**config.mk**
```make
export PLATFORM = sky130hd
export DESIGN_NAME = trace_stream_serialiser
export DESIGN_NICKNAME = d
export VERILOG_FILES = /design/src/rtl/trace_stream_serialiser.sv
export SDC_FILE = /design/constraint.sdc
export NUM_CORES = 2
export LEC_CHECK = 0
export ABC_CLOCK_PERIOD_IN_PS = 33000
export CORE_ASPECT_RATIO = 1.1
export CORE_MARGIN = 8
export CORE_UTILIZATION = 40
export DETAILED_ROUTE_END_ITERATION = 8
export HOLD_SLACK_MARGIN = 0.1
export PLACE_DENSITY = 0.64
export SLEW_MARGIN = 40
export SYNTH_ARGS = -nofsm -noshare
export SYNTH_HDL_FRONTEND = slang
export SYNTH_SLANG_ARGS = --single-unit
```
**constraint.sdc**
```tcl
create_clock -name clk -period 33 [get_ports clk]
set_input_delay 4.95 -clock clk [delete_from_list [all_inputs] [get_ports clk]]
set_output_delay 4.95 -clock clk [all_outputs]
set_load 0.01 [all_outputs]
```
**src/rtl/trace_stream_serialiser.sv**
```systemverilog
// Buffers completed pipeline trace records and serialises each one as a 21-word frame.
// Record layout assumed here: bit 640 = pass_through, bits [639:0] = {instruction, addr, if/id/ex/wb data}.
module trace_stream_serialiser #(
    parameter int         DEPTH          = 4,
    parameter bit         DROP_WHEN_FULL = 1'b1,
    parameter logic [7:0] SYNC_BYTE      = 8'hA5
) (
    input  logic                     clk,
    input  logic                     rst,
    input  logic [640:0]             trace_in,
    input  logic                     trace_in_valid,
    output logic                     trace_in_ready,
    output logic [31:0]              out_data,
    output logic                     out_valid,
    input  logic                     out_ready,
    output logic                     out_last,
    output logic [15:0]              dropped_count,
    output logic [$clog2(DEPTH):0]   fifo_level
);

    localparam int AW     = $clog2(DEPTH);
    localparam int CW     = AW + 1;
    localparam int EW     = 8 + 641;
    localparam int LAST_W = 20;

    logic [EW-1:0] r_mem [DEPTH];
    logic [AW-1:0] r_wr_ptr;
    logic [AW-1:0] r_rd_ptr;
    logic [CW-1:0] r_count;
    logic [4:0]    r_word_idx;
    logic [7:0]    r_seq;
    logic [15:0]   r_dropped;

    logic          w_full;
    logic          w_in_ready;
    logic          w_push;
    logic          w_pop;
    logic          w_drop;
    logic          w_seq_inc;
    logic          w_out_valid;
    logic          w_hs;
    logic [EW-1:0] w_head;
    logic [31:0]   w_word;

    // Fullness uses the registered count only, so a same-cycle pop never rescues a push.
    assign w_full      = (r_count == CW'(DEPTH));
    assign w_in_ready  = DROP_WHEN_FULL ? 1'b1 : !w_full;
    assign w_push      = trace_in_valid && !w_full;
    assign w_drop      = DROP_WHEN_FULL && trace_in_valid && w_full;
    assign w_seq_inc   = trace_in_valid && w_in_ready;
    assign w_out_valid = (r_count != '0);
    assign w_hs        = w_out_valid && out_ready;
    assign w_pop       = w_hs && (r_word_idx == 5'(LAST_W));

    always_ff @(posedge clk) begin
        if (rst) begin
            r_wr_ptr   <= '0;
            r_rd_ptr   <= '0;
            r_count    <= '0;
            r_word_idx <= '0;
            r_seq      <= '0;
            r_dropped  <= '0;
        end else begin
            if (w_push) begin
                r_wr_ptr <= r_wr_ptr + AW'(1);
            end
            if (w_pop) begin
                r_rd_ptr <= r_rd_ptr + AW'(1);
            end
            r_count <= r_count + CW'(w_push) - CW'(w_pop);
            if (w_hs) begin
                r_word_idx <= (r_word_idx == 5'(LAST_W)) ? 5'd0 : r_word_idx + 5'd1;
            end
            if (w_seq_inc) begin
                r_seq <= r_seq + 8'd1;
            end
            if (w_drop && (r_dropped != 16'hFFFF)) begin
                r_dropped <= r_dropped + 16'd1;
            end
        end
    end

    always_ff @(posedge clk) begin
        if (w_push) begin
            r_mem[r_wr_ptr] <= {r_seq, trace_in};
        end
    end

    assign w_head = r_mem[r_rd_ptr];

    always_comb begin
        w_word = {SYNC_BYTE, w_head[648:641], 15'd0, w_head[640]};
        for (int k = 1; k <= LAST_W; k++) begin
            if (r_word_idx == 5'(k)) begin
                w_word = w_head[639 - 32*(k-1) -: 32];
            end
        end
    end

    assign trace_in_ready = w_in_ready;
    assign out_valid      = w_out_valid;
    assign out_data       = w_word;
    assign out_last       = w_out_valid && (r_word_idx == 5'(LAST_W));
    assign dropped_count  = r_dropped;
    assign fifo_level     = r_count;

endmodule

```
==> flow_summary.ini <==
[critical_path]
crit_chain = buf_12, buf_4, buf_4, buf_4, mux4_2, a221o_1, o21ai_0, nand4_1, o21ai_0, a21oi_1, clkdlybuf4s50_1
startpoint_type = flop
worstSetupPathType = reg -> out
endpoint_kind = primary output
cpMaxStageDelayCell = buf_4
required_ns = 28.05
max_stage_delay_ns = 0.82
reg2reg_depth = 7
timing.rr.start = fifo_level[1]$_SDFF_PP0_
r2r_slack_ns = 27.70
critPathArrivalTime_ns = 7.04
cp_common_cell = buf_4
r2r_end = r_mem[3][266]$_DFFE_PP_
path_max_fanout = 113

[logic_synthesis]
ys_warn_count = 0
synth.area.top_cells = edfxtp_1 (77%), mux4_2 (14%), dfxtp_1 (0.75%)
synth_area_leader_cell = edfxtp_1
synth_flop_cell = edfxtp_1
synth_seq_area_share = 0.7760
yosys.area.top_type_share = 0.7685
synth_area_per_cell_um2 = 22.09
synthesis.area_um2 = 101400
synth_seq_cells = 2634
ys_async_sr_fraction = 0
syn-num-nets = 5250
ys_types = 82
synthCells = 4591
synth_edf_count = 2596

[grt]
grt_pass1_wl_um = 458400
grt_pass1_vias = 53639
grt_antenna_before_repair = 272
grt_max_degree = 122
grtUsageTotal = 0.2477
overflow = 0

[placed_design]
place_area_um2 = 112600
gp_congestion = 0.8281
hpwl_um = 236400
portBuffers = 697
dp_cells = 8508

[sta]
holdWs_ns = 0.5129
min_period_over_period = 0.3633
worst_slew_pin_slew_ns = 0.9569
setup_viol = 0
drv_slew = 0
tns_ns = 0
period_needed_ns = 11.99
slew-limit-headroom = 0.3605
rsz0062_at_grt = false
finalClockSkew_ns = 0.09069
fmax_mhz = 83.41
final_hold_viol_count = 0

[route]
vias = 54911
drc_errors = 0
drt_iter0_drc = 7658
viasPerCell = 6.000
routed_wl_um = 344100
wl_per_cell_um = 37.60
postRouteAntennaNets = 0
drt-pass1-iter-count = 6

[cts]
clk_latency_ns = 0.88
cts.clk_slew.worst_paths_ns = 0.06
post-cts-setup-buffer-count = 0
cts-resized-gates = 0
cts_buffers = 277
root_buffer = clkbuf_16
clock-sinks = 2634
cts_hold_buffers = 0
cts_tree = built
htree_levels = 5
cts.path.max_buffers = 4

[floorplan]
die_height_um = 544.2
die_w_um = 496.1
dieArea_um2 = 270000
rows = 194
start_util = 0.4007
fp.coreArea_um2 = 253200
ios = 699

[run_status]
status = completed

[finish]
regArea_um2 = 78730
final_common_cell = edfxtp_1
final-instance-count-excl-fill = 9152
multi_input_area_um2 = 21350
area_delta_synth_final_pct = 20.23
finalInstanceArea_um2 = 122000
drive_above_1_share = 0.2182
final_nets = 6122
fillerInstances = 20516
layout_common_cells = edfxtp_1 (2596), clkdlybuf4s50_1 (697), mux4_2 (640)

[pwr]
power-per-cell-area_nw_per_um2 = 64.44
vdd_drop_max_mv = 0.05277
total_power_w = 0.007859
p_leak_nw = 37.51

[worst_hold_path]
worstHoldStart = r_word_idx[1]$_SDFFE_PP0P_
whs_path_depth = 2
hold_path_class = reg -> reg
min_to = r_word_idx[1]$_SDFFE_PP0P_

[run]
max_cap_viol_count = 0
==> cell families after synthesis <==
group / after synthesis / share of synthesized area
XOR/XNOR: 21 / 0.001813
AND/OR/NAND/NOR: 451 / 0.02277
flip-flops: 2634 / 0.7760
buffers and inverters: 272 / 0.01663
other: 1 / 0.00003697
AO/OA/AOI/OAI: 546 / 0.03622
adder cells (fa/ha/maj): 14 / 0.001801
multiplexers: 652 / 0.1447
==> per-stage QoR <==
step,worst slack [ns],util
after CTS,20.92,0.4794
after global routing,20.61,0.4807
after detailed placement,21.81,0.4449
final,21.01,0.4817
after floorplan,11.62,-
after global placement,21.23,0.4437
==> area by class of cell <==
type                            count  area share
Tap cell                         3332     0.03419
Multi-Input combinational cell   1685      0.1751
Inverter                           11   0.0003386
Sequential cell                  2634      0.6456
Clock buffer                      352     0.06035
Clock inverter                    132     0.01115
Timing Repair Buffer              854     0.07024
Antenna cell                      152    0.003119
==> state kept, by name, indices dropped and copies added (netlist names), named ones only <==
| signal | count |
|---|---|
| r_mem | 2596 |
| dropped_count | 16 |
| r_seq | 8 |
| r_word_idx | 5 |
| fifo_level | 3 |
| r_rd_ptr | 2 |
| r_wr_ptr | 2 |
==> routing by layer <==
metal,GRT usage,part of all wire,wire (um),vias to the layer above
li1,-,-,-,21612
met1,0.3062,0.35,121300,29166
met2,0.3951,0.48,164000,3269
met3,0.08724,0.12,41610,742
met4,0.1109,0.048,16390,122
met5,0,0.0024,822,-
==> worst max path at each step <==
stage          cells after the start      startpoint               endpoint
2_1_floorplan                      3  trace_in_valid  r_mem[0][0]$_DFFE_PP_
3_3_place_gp                       9            flop            out_data[9]
3_5_place_dp                      11            flop            out_data[5]
4_1_cts                           11            flop            out_data[5]
5_1_grt                           13            flop            out_data[5]
6_report                          11            flop            out_data[3]
==> power breakdown <==
| group | internal, W | switching (W) | total (W) |
|---|---|---|---|
| Clock | 0.00175 | 0.00129 | 0.00305 |
| Sequential | 0.00403 | 0.0000638 | 0.00410 |
| Combinational | 0.000271 | 0.000444 | 0.000715 |
==> cells in the mapped netlist, types with 35 or more instances <==
| library cell | n |
|---|---|
| a21oi_1 | 115 |
| a22oi_1 | 53 |
| buf_2 | 73 |
| buf_4 | 53 |
| buf_6 | 43 |
| clkbuf_1 | 78 |
| dfxtp_1 | 38 |
| edfxtp_1 | 2596 |
| mux4_2 | 640 |
| nand2_1 | 127 |
| nand3_1 | 35 |
| nor2_1 | 142 |
| o21ai_0 | 90 |
| o22ai_1 | 80 |
==> critical path, delay by kind of cell, from the launching register on <==
| family | cells | cell delay [ns] |
|---|---|---|
| buffers and inverters | 5 | 3.36 |
| AO/OA/AOI/OAI | 4 | 1.48 |
| flip-flops | 1 | 0.63 |
| AND/OR/NAND/NOR | 1 | 0.14 |
| multiplexers | 1 | 0.41 |
No activity file was read; power rests on OpenSTA's default activity.
